**src/rtl/regfile_pkg.sv**
```systemverilog
// rtl/regfile_pkg.sv - shared constants and typedefs for the register file
package regfile_pkg;

  localparam int DEFAULT_DW = 32;
  localparam int DEFAULT_AW = 5;
  localparam int ZERO_ADDR  = 0;

  typedef logic [DEFAULT_AW-1:0] reg_addr_t;
  typedef logic [DEFAULT_DW-1:0] reg_data_t;

endpackage

```
**src/rtl/regfile_sb_if.sv**
```systemverilog
// rtl/regfile_sb_if.sv - read/write/issue bus between the pipeline and the register file
interface regfile_sb_if #(
  parameter int DW = 32,
  parameter int AW = 5
);

  logic [AW-1:0] ra_a;
  logic [AW-1:0] ra_b;
  logic [DW-1:0] rdata_a;
  logic [DW-1:0] rdata_b;
  logic          busy_a;
  logic          busy_b;
  logic          we0;
  logic          we1;
  logic [AW-1:0] wa0;
  logic [AW-1:0] wa1;
  logic [DW-1:0] wd0;
  logic [DW-1:0] wd1;
  logic          iss_v;
  logic [AW-1:0] iss_a;
  logic [AW:0]   busy_cnt;

  modport master (
    output ra_a, ra_b, we0, we1, wa0, wa1, wd0, wd1, iss_v, iss_a,
    input  rdata_a, rdata_b, busy_a, busy_b, busy_cnt
  );

  modport slave (
    input  ra_a, ra_b, we0, we1, wa0, wa1, wd0, wd1, iss_v, iss_a,
    output rdata_a, rdata_b, busy_a, busy_b, busy_cnt
  );

endinterface

```
**src/rtl/regfile_sb_fwd.sv**
```systemverilog
// rtl/regfile_sb_fwd.sv - per-read-port write bypass and zero-register mux
module regfile_sb_fwd
  import regfile_pkg::*;
#(
  parameter int DW       = DEFAULT_DW,
  parameter int AW       = DEFAULT_AW,
  parameter int BYPASS   = 1,
  parameter int ZERO_REG = 1
) (
  input  logic [AW-1:0] ra_i,
  input  logic [DW-1:0] word_i,
  input  logic          busy_i,
  input  logic          we0_i,
  input  logic [AW-1:0] wa0_i,
  input  logic [DW-1:0] wd0_i,
  input  logic          we1_i,
  input  logic [AW-1:0] wa1_i,
  input  logic [DW-1:0] wd1_i,
  output logic [DW-1:0] rdata_o,
  output logic          busy_o
);

  always_comb begin
    rdata_o = word_i;
    busy_o  = busy_i;
    // Port 1 is checked last so it wins when both ports hit the read address.
    if (BYPASS != 0) begin
      if (we0_i && (wa0_i == ra_i)) begin
        rdata_o = wd0_i;
        busy_o  = 1'b0;
      end
      if (we1_i && (wa1_i == ra_i)) begin
        rdata_o = wd1_i;
        busy_o  = 1'b0;
      end
    end
    if ((ZERO_REG != 0) && (ra_i == AW'(ZERO_ADDR))) begin
      rdata_o = '0;
      busy_o  = 1'b0;
    end
  end

endmodule

```
**src/rtl/regfile_sb.sv**
```systemverilog
// rtl/regfile_sb.sv - 2R/2W register file with write-pending scoreboard and counter
module regfile_sb
  import regfile_pkg::*;
#(
  parameter int DW       = DEFAULT_DW,
  parameter int AW       = DEFAULT_AW,
  parameter int BYPASS   = 1,
  parameter int ZERO_REG = 1
) (
  input  logic       clk,
  input  logic       rst,
  regfile_sb_if.slave bus
);

  localparam int NREG = 1 << AW;

  logic [DW-1:0]   data_q [NREG];
  logic [NREG-1:0] busy_q, busy_d;
  logic [AW:0]     cnt_q, cnt_d;

  logic we0_eff, we1_eff, iss_eff;
  logic inc, clr0, clr1;

  function automatic logic is_zero(input logic [AW-1:0] a);
    return (ZERO_REG != 0) && (a == AW'(ZERO_ADDR));
  endfunction

  always_comb begin
    we0_eff = bus.we0 && !is_zero(bus.wa0);
    we1_eff = bus.we1 && !is_zero(bus.wa1);
    iss_eff = bus.iss_v && !is_zero(bus.iss_a);

    // Incremental popcount: a clear overridden by a same-cycle issue does not count,
    // and a dual write to one address clears only once.
    inc  = iss_eff && !busy_q[bus.iss_a];
    clr0 = we0_eff && busy_q[bus.wa0] && !(iss_eff && (bus.iss_a == bus.wa0));
    clr1 = we1_eff && busy_q[bus.wa1] && !(iss_eff && (bus.iss_a == bus.wa1))
           && !(we0_eff && (bus.wa0 == bus.wa1));

    busy_d = busy_q;
    if (we0_eff) busy_d[bus.wa0] = 1'b0;
    if (we1_eff) busy_d[bus.wa1] = 1'b0;
    if (iss_eff) busy_d[bus.iss_a] = 1'b1;

    cnt_d = cnt_q + {{AW{1'b0}}, inc} - {{AW{1'b0}}, clr0} - {{AW{1'b0}}, clr1};
  end

  always_ff @(posedge clk or posedge rst) begin
    if (rst) begin
      for (int i = 0; i < NREG; i++) begin
        data_q[i] <= '0;
      end
      busy_q <= '0;
      cnt_q  <= '0;
    end else begin
      if (we0_eff) data_q[bus.wa0] <= bus.wd0;
      if (we1_eff) data_q[bus.wa1] <= bus.wd1;
      busy_q <= busy_d;
      cnt_q  <= cnt_d;
    end
  end

  assign bus.busy_cnt = cnt_q;

  regfile_sb_fwd #(.DW(DW), .AW(AW), .BYPASS(BYPASS), .ZERO_REG(ZERO_REG)) u_fwd_a (
    .ra_i    (bus.ra_a),
    .word_i  (data_q[bus.ra_a]),
    .busy_i  (busy_q[bus.ra_a]),
    .we0_i   (bus.we0),
    .wa0_i   (bus.wa0),
    .wd0_i   (bus.wd0),
    .we1_i   (bus.we1),
    .wa1_i   (bus.wa1),
    .wd1_i   (bus.wd1),
    .rdata_o (bus.rdata_a),
    .busy_o  (bus.busy_a)
  );

  regfile_sb_fwd #(.DW(DW), .AW(AW), .BYPASS(BYPASS), .ZERO_REG(ZERO_REG)) u_fwd_b (
    .ra_i    (bus.ra_b),
    .word_i  (data_q[bus.ra_b]),
    .busy_i  (busy_q[bus.ra_b]),
    .we0_i   (bus.we0),
    .wa0_i   (bus.wa0),
    .wd0_i   (bus.wd0),
    .we1_i   (bus.we1),
    .wa1_i   (bus.wa1),
    .wd1_i   (bus.wd1),
    .rdata_o (bus.rdata_b),
    .busy_o  (bus.busy_b)
  );

endmodule

```
**src/flat_wrapper.sv**
```systemverilog
// flat-port wrapper written by rule: the top's interface ports become plain ports
module regfile_sb_flat import regfile_pkg::*;
#(
  parameter int DW       = DEFAULT_DW,
  parameter int AW       = DEFAULT_AW,
  parameter int BYPASS   = 1,
  parameter int ZERO_REG = 1
)
  (clk, rst, bus_ra_a, bus_ra_b, bus_we0, bus_we1, bus_wa0, bus_wa1, bus_wd0, bus_wd1, bus_iss_v, bus_iss_a, bus_rdata_a, bus_rdata_b, bus_busy_a, bus_busy_b, bus_busy_cnt);
  regfile_sb_if #(.DW(DW), .AW(AW)) bus_i ();
  input  logic clk;
  input  logic rst;
  input wire logic [$bits(bus_i.ra_a)-1:0] bus_ra_a;
  input wire logic [$bits(bus_i.ra_b)-1:0] bus_ra_b;
  input wire logic [$bits(bus_i.we0)-1:0] bus_we0;
  input wire logic [$bits(bus_i.we1)-1:0] bus_we1;
  input wire logic [$bits(bus_i.wa0)-1:0] bus_wa0;
  input wire logic [$bits(bus_i.wa1)-1:0] bus_wa1;
  input wire logic [$bits(bus_i.wd0)-1:0] bus_wd0;
  input wire logic [$bits(bus_i.wd1)-1:0] bus_wd1;
  input wire logic [$bits(bus_i.iss_v)-1:0] bus_iss_v;
  input wire logic [$bits(bus_i.iss_a)-1:0] bus_iss_a;
  output wire logic [$bits(bus_i.rdata_a)-1:0] bus_rdata_a;
  output wire logic [$bits(bus_i.rdata_b)-1:0] bus_rdata_b;
  output wire logic [$bits(bus_i.busy_a)-1:0] bus_busy_a;
  output wire logic [$bits(bus_i.busy_b)-1:0] bus_busy_b;
  output wire logic [$bits(bus_i.busy_cnt)-1:0] bus_busy_cnt;
  assign bus_i.ra_a = bus_ra_a;
  assign bus_i.ra_b = bus_ra_b;
  assign bus_i.we0 = bus_we0;
  assign bus_i.we1 = bus_we1;
  assign bus_i.wa0 = bus_wa0;
  assign bus_i.wa1 = bus_wa1;
  assign bus_i.wd0 = bus_wd0;
  assign bus_i.wd1 = bus_wd1;
  assign bus_i.iss_v = bus_iss_v;
  assign bus_i.iss_a = bus_iss_a;
  assign bus_rdata_a = bus_i.rdata_a;
  assign bus_rdata_b = bus_i.rdata_b;
  assign bus_busy_a = bus_i.busy_a;
  assign bus_busy_b = bus_i.busy_b;
  assign bus_busy_cnt = bus_i.busy_cnt;
  regfile_sb #(.DW(DW), .AW(AW), .BYPASS(BYPASS), .ZERO_REG(ZERO_REG)) u_core (.clk(clk), .rst(rst), .bus(bus_i));
endmodule
```
**config.mk**
```make
export PLATFORM = sky130hd
export DESIGN_NAME = regfile_sb_flat
export DESIGN_NICKNAME = d
export VERILOG_FILES = /design/src/rtl/regfile_pkg.sv /design/src/rtl/regfile_sb_if.sv /design/src/rtl/regfile_sb_fwd.sv /design/src/rtl/regfile_sb.sv /design/src/flat_wrapper.sv
export SDC_FILE = /design/constraint.sdc
export NUM_CORES = 2
export LEC_CHECK = 0
export CAP_MARGIN = 0
export CORE_MARGIN = 2
export CORE_UTILIZATION = 55
export CTS_BUF_LIST = sky130_fd_sc_hd__clkbuf_2 sky130_fd_sc_hd__clkbuf_4 sky130_fd_sc_hd__clkbuf_8
export DETAILED_ROUTE_END_ITERATION = 12
export PLACE_DENSITY = 0.75
export SLEW_MARGIN = 20
export SYNTH_ARGS = -nofsm -noshare
export SYNTH_HDL_FRONTEND = slang
export SYNTH_HIERARCHICAL = 1
export SYNTH_SLANG_ARGS = --single-unit
```
**constraint.sdc**
```tcl
create_clock -name clk -period 90.4 [get_ports clk]
set_clock_uncertainty 0.15 [all_clocks]
set_input_delay 13.56 -clock clk [delete_from_list [all_inputs] [get_ports clk]]
set_output_delay 13.56 -clock clk [all_outputs]
set_load 0.05 [all_outputs]
```
==> impl_metrics.env <==
export IMPL_syn_area_sq_um=68500
export IMPL_criticalPathCategory="in2out"
export IMPL_fin_crit_sh_pct=36.55
export IMPL_ir_drop_v=0.00002286
export IMPL_antenna_found_initial=9
export IMPL_r2r_cells=15
export IMPL_synth_edff_count=0
export IMPL_route_final_wire_length_mm=264.9
export IMPL_synth_fp_nets=6294
export IMPL_vias=57970
export IMPL_total_power_mw=1.685
export IMPL_whs_ns=0.2468
export IMPL_endpoint_kind="output port"
export IMPL_pre_cts_slack_ns=57.32
export IMPL_final_common_cell="dfrtp_1"
export IMPL_power_frac_comb_pct=31.1
export IMPL_crit_fanout=64
export IMPL_finalHoldViolCount=0
export IMPL_mostFrequentLayoutCells="dfrtp_1 (1062), mux2i_1 (851), mux4_2 (677)"
export IMPL_syn_inst=6192
export IMPL_rrSetupSlack_ns=86.57
export IMPL_dieArea_sq_um=127400
export IMPL_synth_distinct_cells=56
export IMPL_numPortBuffers=165
export IMPL_regToRegEndpoint="u_core/bus.busy_cnt[5]$_DFF_PP0_"
export IMPL_maxCapViolCount=0
export IMPL_fp_coreArea_sq_um=123600
export IMPL_status="finished with violations"
export IMPL_final_util_pct=60.22
export IMPL_seq_power_share_pct=41.7
export IMPL_r2r_start="u_core/busy_q[19]$_DFF_PP0_"
export IMPL_avgViaCountPerCell=7.562
export IMPL_ys_flop_type="dfrtp_1"
export IMPL_insertion_delay_ns=0.93
export IMPL_p_int_mw=1.116
export IMPL_worstPathArrival_ns=19.33
export IMPL_die_w_microns=356.9
export IMPL_cts_buffers=177
export IMPL_postCtsHoldBufs=0
export IMPL_setup_viol=0
export IMPL_leakage_nw=31.62
export IMPL_hpwl_mm=135.2
export IMPL_grt_max_degree=159
export IMPL_post_place_cells=7347
export IMPL_syn_avg_cell_area_sq_um=11.06
export IMPL_power_switching_uw=568.3
export IMPL_clk_pin_slew_ns=0.06
export IMPL_ctsResizeCount=0
export IMPL_critPathRequiredTime_ns=76.69
export IMPL_fin_crit_ns=33.04
export IMPL_wl_per_cell_microns=34.56
export IMPL_drv_slew=23
export IMPL_min_path_type="reg2reg"
export IMPL_h_tree_depth=4
export IMPL_gp_congestion=0.9081
export IMPL_violations="design-rule violations, max-slew violations"
export IMPL_finalWorstSetupSlack_ns=57.36
export IMPL_switching_share_pct=33.73
export IMPL_drt_first_pass_iters=12
export IMPL_final_cells=7666
export IMPL_cts_root_buffer="clkbuf_8"
export IMPL_fin_area_sq_um=74450
export IMPL_drive_gt1_share_pct=22.95
export IMPL_tightestPinTransition_ns=1.511
export IMPL_io_pin_count=166
export IMPL_grt_usage_pct=41.44
export IMPL_critical_path_startpoint="bus_ra_a[0]"
export IMPL_fmax_mhz=30.26
export IMPL_yosys_warnings=6
export IMPL_area_growth_pct=8.689
export IMPL_rsz0062_at_grt="false"
export IMPL_drt_iter0_drc=11020
export IMPL_drc=1
export IMPL_clk_path_buf_depth=3
export IMPL_overflow=0
export IMPL_start_util_pct=55.41
export IMPL_ys_seq_area_share_pct=38.80
export IMPL_grt_pass1_wl_mm=383.0
export IMPL_powerDensity_nw_per_um2=22.63
export IMPL_synth_async_reset_ratio_pct=100.0
export IMPL_cp_endpoint="bus_rdata_a[29]"
export IMPL_tns_ns=0
export IMPL_max_slew_margin_rel_pct=-0.7427
export IMPL_tritoncts="done"
export IMPL_post_cts_buffers=0
export IMPL_final_nets=5994
export IMPL_critPathLaunchType="input pin"
export IMPL_synth_seq_cells=1062
export IMPL_die_h_microns=356.9
export IMPL_ant_nets=0
export IMPL_min_from="u_core/data_q[999]$_DFF_PP0_"
export IMPL_p_clk_share_pct=27.2
export IMPL_cts_sinks=1062
export IMPL_fp_row_count=129
export IMPL_place_area_sq_um=70630
export IMPL_first_global_vias=56440
cell usage after synthesis, drive strengths merged, types with 2 or more instances:
library cell	n	share of area [%]
mux4	677	22
or3	2	0.018
fa	2	0.058
or4	2	0.022
nor2	640	3.5
nor3b	7	0.084
and4	4	0.051
a221oi	2	0.026
buf	221	1.7
nand2	463	2.5
o21ai	458	3.3
a32o	20	0.29
a22oi	3	0.033
and3b	3	0.038
inv	15	0.082
clkbuf	595	3.3
and3	11	0.10
a22o	3	0.038
xor2	6	0.077
nand4	71	0.65
nor3	74	0.56
xnor2	33	0.42
ha	6	0.11
a21oi	612	4.5
a2111oi	3	0.038
a32oi	153	2.0
mux2i	851	12
or2	2	0.018
and2	11	0.10
a21boi	2	0.022
nand2b	5	0.046
mux2	66	1.1
a21o	2	0.022
nand3	17	0.12
nand3b	2	0.022
a311oi	65	1.4
nor4	3	0.027
dfrtp	1062	39
nor2b	8	0.073
power groups by stage:
stage / clock network, mW / registers (mW) / logic [mW]
2_1_floorplan: 0 / 0.675 / 0.390
3_3_place_gp: 0 / 0.693 / 0.495
6_report: 0.458 / 0.702 / 0.525
4_1_cts: 0.456 / 0.696 / 0.512
3_5_place_dp: 0 / 0.703 / 0.512
5_1_grt: 0.479 / 0.714 / 0.552
cell families after synthesis:
| kind of cell | after synthesis | share of synthesized area (%) |
|---|---|---|
| AO/OA/AOI/OAI | 1332 | 11.74 |
| AND/OR/NAND/NOR | 1326 | 7.993 |
| flip-flops | 1062 | 38.80 |
| XOR/XNOR | 39 | 0.4987 |
| adder cells (fa/ha/maj) | 8 | 0.1680 |
| multiplexers | 1594 | 35.78 |
| buffers and inverters | 831 | 5.030 |
worst max-delay path, cell delays in order:
cell and delay (ns):
buf_8 0.57, buf_4 0.81, buf_4 0.92, buf_4 0.81, mux4_2 0.60, mux4_2 0.47
mux2_2 0.28, o21ai_0 0.11, a311oi_2 0.23, clkdlybuf4s50_1 0.80
area by class of cell:
cell class              instances  area [sq um]
inverters                      15         63.81
flip-flops and latches       1062         26580
repair buffers                337          3058
well taps                    1637          2048
clock buffers                 281          3517
diodes                          6         15.01
clock inverters                29         183.9
multi-input cells            4299         38990
fillers                      9705         49180
worst min-delay path by stage:
stage               cells after the start                            end  slack (ns)
finish                                  0   u_core/data_q[999]$_DFF_PP0_        0.25
global route                            0   u_core/data_q[999]$_DFF_PP0_        0.26
CTS                                     0  u_core/data_q[1005]$_DFF_PP0_        0.25
detailed placement                      0  u_core/data_q[1005]$_DFF_PP0_        0.23
global placement                        0  u_core/data_q[1004]$_DFF_PP0_        0.23
floorplan                               1  u_core/data_q[1000]$_DFF_PP0_        0.29
layer usage:
metal  global-route usage (%)  vias to the layer above  wire (microns)
met5                    1.444                        -             248
met2                    55.84                     5703          106800
met3                    21.00                     1513           49880
met4                    26.19                       12           20470
met1                    52.59                    28210           87560
li1                         -                    22540               -
flip-flops by register name (all words and copies together) (netlist names):
signal / flops
u_core/data_q: 1024
u_core/bus.busy_cnt: 6
u_core/busy_q: 32
Note: power is estimated with default switching activity, not from simulation.
